===== config.mk =====
export PLATFORM = sky130hd
export DESIGN_NAME = serial_subtractor_flat
export DESIGN_NICKNAME = d
export VERILOG_FILES = /design/src/rtl/serial_subtractor_if.sv /design/src/rtl/serial_subtractor.sv /design/src/flat_wrapper.sv
export SDC_FILE = /design/constraint.sdc
export NUM_CORES = 1
export LEC_CHECK = 0
export ABC_AREA = 1
export BUFFER_PORTS_ARGS = -buffer_cell sky130_fd_sc_hd__buf_4
export CAP_MARGIN = 10
export CORE_UTILIZATION = 45
export DETAILED_ROUTE_END_ITERATION = 8
export GPL_TIMING_DRIVEN = 0
export MAX_ROUTING_LAYER = met4
export PLACE_DENSITY_LB_ADDON = 0.12
export SKIP_LAST_GASP = 1
export SYNTH_ARGS = -nofsm -noshare
export SYNTH_HDL_FRONTEND = slang
export SYNTH_SLANG_ARGS = --single-unit
export TNS_END_PERCENT = 100

===== constraint.sdc =====
create_clock -name clk -period 1.3 [get_ports clk]
set_input_delay 0.065 -clock clk [delete_from_list [all_inputs] [get_ports clk]]
set_output_delay 0.065 -clock clk [all_outputs]
set_load 0.02 [all_outputs]

===== src/rtl/serial_subtractor_if.sv =====
// Handshake and operand/result bundle between the parking controller and the
// bit-serial subtractor.
interface serial_subtractor_if #(
    parameter int N = 8
);
    logic         start;
    logic [N-1:0] a;
    logic [N-1:0] b;
    logic         busy;
    logic         done;
    logic [N-1:0] diff;
    logic         underflow;

    modport master (
        output start, a, b,
        input  busy, done, diff, underflow
    );

    modport slave (
        input  start, a, b,
        output busy, done, diff, underflow
    );
endinterface


===== src/rtl/serial_subtractor.sv =====
// Bit-serial subtractor, diff = a - b, LSB first, one bit per clock.
// Define SERIAL_SUB_SAT_EN to clamp diff to zero when the result underflows.
//
// state | meaning
// IDLE  | waiting for start; diff/underflow hold the last result
// SHIFT | one result bit per cycle, N cycles
// DONE  | publish diff/underflow, pulse done, return to IDLE
module serial_subtractor #(
    parameter int N = 8
) (
    input  logic               clk,
    input  logic               rst,
    serial_subtractor_if.slave bus
);
    localparam int            CW   = (N > 1) ? $clog2(N) : 1;
    localparam logic [CW-1:0] LAST = CW'(N - 1);

    typedef enum logic [1:0] {
        IDLE  = 2'd0,
        SHIFT = 2'd1,
        DONE  = 2'd2
    } state_t;

    state_t        state;
    state_t        state_nxt;
    logic          load;
    logic          shift_en;
    logic          finish;

    logic [N-1:0]  sa;
    logic [N-1:0]  sb;
    logic [N-1:0]  res;
    logic [CW-1:0] cnt;
    logic          borrow;
    logic          d;
    logic          borrow_nxt;

    logic          busy_q;
    logic          done_q;
    logic [N-1:0]  diff_q;
    logic          underflow_q;

    assign d          = sa[0] ^ sb[0] ^ borrow;
    assign borrow_nxt = (~sa[0] & sb[0]) | (~sa[0] & borrow) | (sb[0] & borrow);

    always_ff @(posedge clk) begin
        if (rst) begin
            state <= IDLE;
        end else begin
            state <= state_nxt;
        end
    end

    always_comb begin
        state_nxt = state;
        load      = 1'b0;
        shift_en  = 1'b0;
        finish    = 1'b0;
        case (state)
            IDLE: begin
                if (bus.start) begin
                    load      = 1'b1;
                    state_nxt = SHIFT;
                end
            end
            SHIFT: begin
                shift_en = 1'b1;
                if (cnt == LAST) begin
                    state_nxt = DONE;
                end
            end
            DONE: begin
                finish    = 1'b1;
                state_nxt = IDLE;
            end
            default: begin
                state_nxt = IDLE;
            end
        endcase
    end

    always_ff @(posedge clk) begin
        if (rst) begin
            sa          <= '0;
            sb          <= '0;
            res         <= '0;
            cnt         <= '0;
            borrow      <= 1'b0;
            busy_q      <= 1'b0;
            done_q      <= 1'b0;
            diff_q      <= '0;
            underflow_q <= 1'b0;
        end else begin
            busy_q <= (state_nxt == SHIFT);
            done_q <= finish;
            if (load) begin
                sa     <= bus.a;
                sb     <= bus.b;
                borrow <= 1'b0;
                cnt    <= '0;
            end
            if (shift_en) begin
                res    <= {d, res[N-1:1]};
                sa     <= {1'b0, sa[N-1:1]};
                sb     <= {1'b0, sb[N-1:1]};
                borrow <= borrow_nxt;
                cnt    <= cnt + 1'b1;
            end
            // Results update only here, so downstream compares never see a partial value.
            if (finish) begin
`ifdef SERIAL_SUB_SAT_EN
                diff_q <= borrow ? '0 : res;
`else
                diff_q <= res;
`endif
                underflow_q <= borrow;
            end
        end
    end

    assign bus.busy      = busy_q;
    assign bus.done      = done_q;
    assign bus.diff      = diff_q;
    assign bus.underflow = underflow_q;
endmodule


===== src/flat_wrapper.sv =====
// flat-port wrapper written by rule: the top's interface ports become plain ports
module serial_subtractor_flat 
#(
    parameter int N = 8
)
  (clk, rst, bus_start, bus_a, bus_b, bus_busy, bus_done, bus_diff, bus_underflow);
  serial_subtractor_if #(.N(N)) bus_i ();
  input  logic clk;
  input  logic rst;
  input wire logic [$bits(bus_i.start)-1:0] bus_start;
  input wire logic [$bits(bus_i.a)-1:0] bus_a;
  input wire logic [$bits(bus_i.b)-1:0] bus_b;
  output wire logic [$bits(bus_i.busy)-1:0] bus_busy;
  output wire logic [$bits(bus_i.done)-1:0] bus_done;
  output wire logic [$bits(bus_i.diff)-1:0] bus_diff;
  output wire logic [$bits(bus_i.underflow)-1:0] bus_underflow;
  assign bus_i.start = bus_start;
  assign bus_i.a = bus_a;
  assign bus_i.b = bus_b;
  assign bus_busy = bus_i.busy;
  assign bus_done = bus_i.done;
  assign bus_diff = bus_i.diff;
  assign bus_underflow = bus_i.underflow;
  serial_subtractor #(.N(N)) u_core (.clk(clk), .rst(rst), .bus(bus_i));
endmodule

# == Word level (Yosys, flattened, before mapping) ==
# Index checks and enable logic that the tools add are counted.
# op_classes
n_reduce_logical,3
n_eq_ne,4
bitwise_logic,8
add_sub_neg,1
mux,15
# ops
cell,n
7-bit 2-to-1 mux,4
1-bit 2-to-1 mux,6
3-bit 2-to-1 mux,2
"2-bit by 1-bit == test with 1-bit output, second input constant",2
2-bit 2-to-1 mux,2
2-bit case mux with 2 select lines,1
"3-bit by 1-bit adder with 3-bit output, second input constant",1
1-bit bitwise AND,3
"3-bit == test, second input constant",1
"2-bit == test, second input constant",1
2-bit zero test,1
1-bit OR,2
2-bit nonzero test,1
2-bit OR reduction,1
1-bit bitwise XOR,2
1-bit inverter,1
# word_totals
output_inout_bits,11
ff_bits,41
input_bits,19

# == Longest topological paths before layout ==
# logic_depth
depth_word,5
ltp_mapped,8

# == Least setup slack after synthesis ==
# OpenSTA, ideal clock, no wires.
# synth_path
path_kind,register to register
startpoint,register u_core.borrow
endpoint,register u_core.res[7]
arrival_time_ns,1.024
setup_slack_ns,0.160
setup_time_ns,0.116
period_less_slack_ns,1.140
path_buffers,0
stages_incl_launch_ff,5
required_time_ns,1.184
path_cell_list,dfxtp_1 > inv_1 > fa_1 > o21ai_0 > nor2_1
# synth_via
elab_chain_len,1
# synth_rtl
item,line_no,rtl
from (decl),serial_subtractor.sv:34,logic borrow;
from (signal assigned),serial_subtractor.sv:106,borrow <= borrow_nxt;
1-bit bitwise XOR,serial_subtractor.sv:43,assign d = sa[0] ^ sb[0] ^ borrow;
net u_core.d,serial_subtractor.sv:35,logic d;
to (signal assigned),serial_subtractor.sv:103,"res <= {d, res[N-1:1]};"
to (decl),serial_subtractor.sv:32,logic [N-1:0] res;
# The timed path passes the listed nets, and every way through them passes these cells.
# A chain may end at the register's enable or synchronous reset.

# == Worst setup path after layout ==
# Same ends and word-level chain as after synthesis.

==> impl_metrics.env <==
export IMPL_syn_nets=283
export IMPL_netlist_area_mm2=0.00179
export IMPL_synth_cells=261
export IMPL_vias=1561
export IMPL_crit_family="adder cells"
export IMPL_crit_path_end_kind="register"
export IMPL_path_max_fanout=3
export IMPL_clkPwrFrac_pct=37.6
export IMPL_die_h_um=65.0
export IMPL_cp_start_kind="register"
export IMPL_core_mm2=0.00374
export IMPL_cts_tree="done"
export IMPL_finalHoldViolations=0
export IMPL_viasPerCell=4.51
export IMPL_finalNetCount=319
export IMPL_grt_ovfl_total=0
export IMPL_wl_met2_um=1570
export IMPL_slowest_delay_ps=450
export IMPL_synth_mux_area_fraction_pct=0
export IMPL_met1_length_um=1660
export IMPL_critPathArrivalTime_ps=1390
export IMPL_internal_power_mw=2.12
export IMPL_fin_skew_ps=9.98
export IMPL_regArea_um2=823
export IMPL_seqPwrFrac_pct=48.6
export IMPL_dp_cells=337
export IMPL_htreeDepth=2
export IMPL_drt_wl_total_um=3450
export IMPL_p_sw_share_pct=24.7
export IMPL_cts_made_buffers=5
export IMPL_grt_total_usage_pct=19.9
export IMPL_grt_pass1_wl_um=6110
export IMPL_die_x_um=65.0
export IMPL_worst_slack_ps=103
export IMPL_crit_type="register to register"
export IMPL_synthSimpleGateAreaFrac_pct=33.9
export IMPL_fin_tns_setup_ps=0
export IMPL_maxCapViolations=0
export IMPL_syn_to_final_growth_pct=23.2
export IMPL_synth_area_leader_cell="dfxtp_1"
export IMPL_leakage_nw=1.11
export IMPL_path_cells="inv_1 > fa_1 > o21ai_0 > nor2_1"
export IMPL_maxSlewViolCount=0
export IMPL_clock_latency_ps=300
export IMPL_post_drt_wl_per_cell_um=9.97
export IMPL_post_place_ws_ps=-23.9
export IMPL_topRoutingLayerUsed="met4"
export IMPL_status="complete, no violations"
export IMPL_first_pass_iters=4
export IMPL_setup_viol=0
export IMPL_io_pins=30
export IMPL_cts_root_buffer="clkbuf_8"
export IMPL_grt_pass1_vias=1361
export IMPL_antenna_found_initial=0
export IMPL_yosys_warnings=0
export IMPL_p_comb_share_pct=13.7
export IMPL_start_util_pct=47.8
export IMPL_worst_pin_slew_ps=423
export IMPL_peakVddDrop_v=0.000909
export IMPL_crit_buf_inv=1
export IMPL_dr_wl_met3_um=157
export IMPL_p_per_area_mw_per_mm2=1280
export IMPL_fillers=387
export IMPL_grt_max_degree=14
export IMPL_hold_ws_ps=8.81
export IMPL_slowest_stage="fa_1"
export IMPL_dp_hpwl_um=2380
export IMPL_layout_min_cycle_time_ps=1200
export IMPL_rows=22
export IMPL_grt_setup_unrepaired="no"
export IMPL_synth_seq_cells=41
export IMPL_synth_top_family_by_area="simple AND/OR/NAND/NOR gates"
export IMPL_port_buffers=28
export IMPL_synth_xor_area_share_pct=0
export IMPL_diodes=0
export IMPL_drive_gt1_share_pct=19.5
export IMPL_ant_nets=0
export IMPL_gp_congestion=0.764
export IMPL_multiInputGateArea_um2=793
export IMPL_synth_cell_types=20
export IMPL_max_freq_ghz=0.835
export IMPL_drc=0
export IMPL_cts_sinks=41
export IMPL_final_util_pct=58.9
export IMPL_dieArea_mm2=0.00423
export IMPL_drt_iter0_markers=64
export IMPL_worstPathRequired_ps=1500
export IMPL_synth_area_leaders="dfxtp_1, nor2_1, nand2_1"
export IMPL_synth_compound_area_share_pct=7.35
export IMPL_netSwitchingPower_mw=0.695
export IMPL_clkTransAtPathRegs_ps=80
export IMPL_yosysTopAreaCellShare_pct=45.9
export IMPL_syn_area_per_cell_um2=6.85
export IMPL_period_share_pct=92.1
export IMPL_min_path_type="input pin to register"
export IMPL_fin_cells=346
export IMPL_maxSlewHeadroom_pct=71.8
export IMPL_synth_fa_ha_area_share_pct=2.52
export IMPL_ctsLongestPathBuffers=2
export IMPL_ys_seq_area_share_pct=45.9
export IMPL_post_cts_buffers=0
## stage by stage
step	total power [mW]	area, µm²
finish	2.82	2200
global route	2.98	2200
CTS	2.85	2190
detailed placement	1.78	2060
global placement	1.78	2060
floorplan	1.67	1790
## registers in the layout (all words and copies together), names as in the netlist
signal                count
u_core.bus.underflow      1
u_core.borrow             1
u_core.bus.diff           8
u_core.sa                 8
u_core.res                8
u_core.bus.done           1
u_core.sb                 8
u_core.state              2
u_core.bus.busy           1
u_core.cnt                3
## cells by family (layout without fill, tap and decap cells)
group | Yosys count | count (layout)
flip-flops | 41 | 41
AO/OA/AOI/OAI | 24 | 24
AND/OR/NAND/NOR | 157 | 157
adder cells (fa/ha/maj) | 3 | 3
buffers and inverters | 36 | 73
## power by group through the flow
stage / logic, mW / clock network, mW / registers, mW
after floorplan: 0.280 / 0 / 1.39
after global placement: 0.380 / 0 / 1.40
after CTS: 0.389 / 1.09 / 1.37
after global routing: 0.453 / 1.15 / 1.38
final: 0.387 / 1.06 / 1.37
after detailed placement: 0.384 / 0 / 1.40
## cells in the mapped netlist
cell type and instances:
nor3_1 1, clkinv_1 1, dfxtp_1 41, a21oi_2 2
nand2_1 67, nand2_2 3, o21ai_0 18, fa_1 1
clkbuf_1 3, nand3_1 1, buf_4 1, o21ai_2 1
nor2_1 84, buf_2 2, inv_1 23, inv_6 1
nor2_4 1, ha_1 2, buf_6 5, a21oi_1 3
## what timing repair did
action	in CTS	in global routing
gates resized for setup	1	7
cloned	0	0
setup endpoints to repair	8	11
endpoints found under the hold margin	1	0
hold buffers	1	0
## per-layer routing
layer  vias to the layer above  GRT usage [%]
met5                         -              -
met4                         0           9.78
met3                         5           5.81
met2                        30           29.2
met1                       675           24.9
li1                        851              -
## layout by cell type, fill, tap and decap left out
master	synthesis	final
nand3_1	1	1
clkbuf_1	3	2
buf_6	5	5
nor2_1	84	84
nand2_1	67	66
nor2_4	1	1
dfxtp_2	0	2
o21ai_4	0	1
clkbuf_2	0	1
buf_2	2	2
inv_1	23	22
ha_1	2	2
dfxtp_1	41	39
a21oi_1	3	3
clkinvlp_4	0	1
clkbuf_8	0	6
inv_6	1	1
nor3_1	1	1
o21ai_0	18	18
a21oi_2	2	2
clkinv_2	0	1
dlygate4sd3_1	0	1
inv_2	0	1
nand2_2	3	4
buf_4	1	29
fa_1	1	1
bufinv_16	0	1
## worst register-to-register path, stage by stage (launching register included)
cell and delay, ps:
dfxtp_2 350, inv_1 60, fa_1 450, o21ai_0 180
nor2_1 50
## final cells by class
class	count	share of cell area, %
sequential	41	37.4
clock inverter	2	1.70
buffer	11	3.92
inverter	25	4.54
clock buffer	6	3.75
timing repair buffer	29	9.99
multi-input combinational	184	36.0
tap	48	2.73
## worst paths after layout
check,from,to,slack (ps),depth (start not counted)
worst max-delay path,u_core.borrow$_SDFFE_PP0P_,u_core.res[7]$_SDFFE_PP0N_,100,4
worst min-delay path,bus_b[7],u_core.sb[7]$_SDFFE_PP0P_,9,3
worst max register to register,u_core.borrow$_SDFFE_PP0P_,u_core.res[7]$_SDFFE_PP0N_,100,4
worst min register to register,u_core.cnt[1]$_SDFFE_PP0P_,u_core.cnt[1]$_SDFFE_PP0P_,470,2
Power figures use the tool's default switching activity.
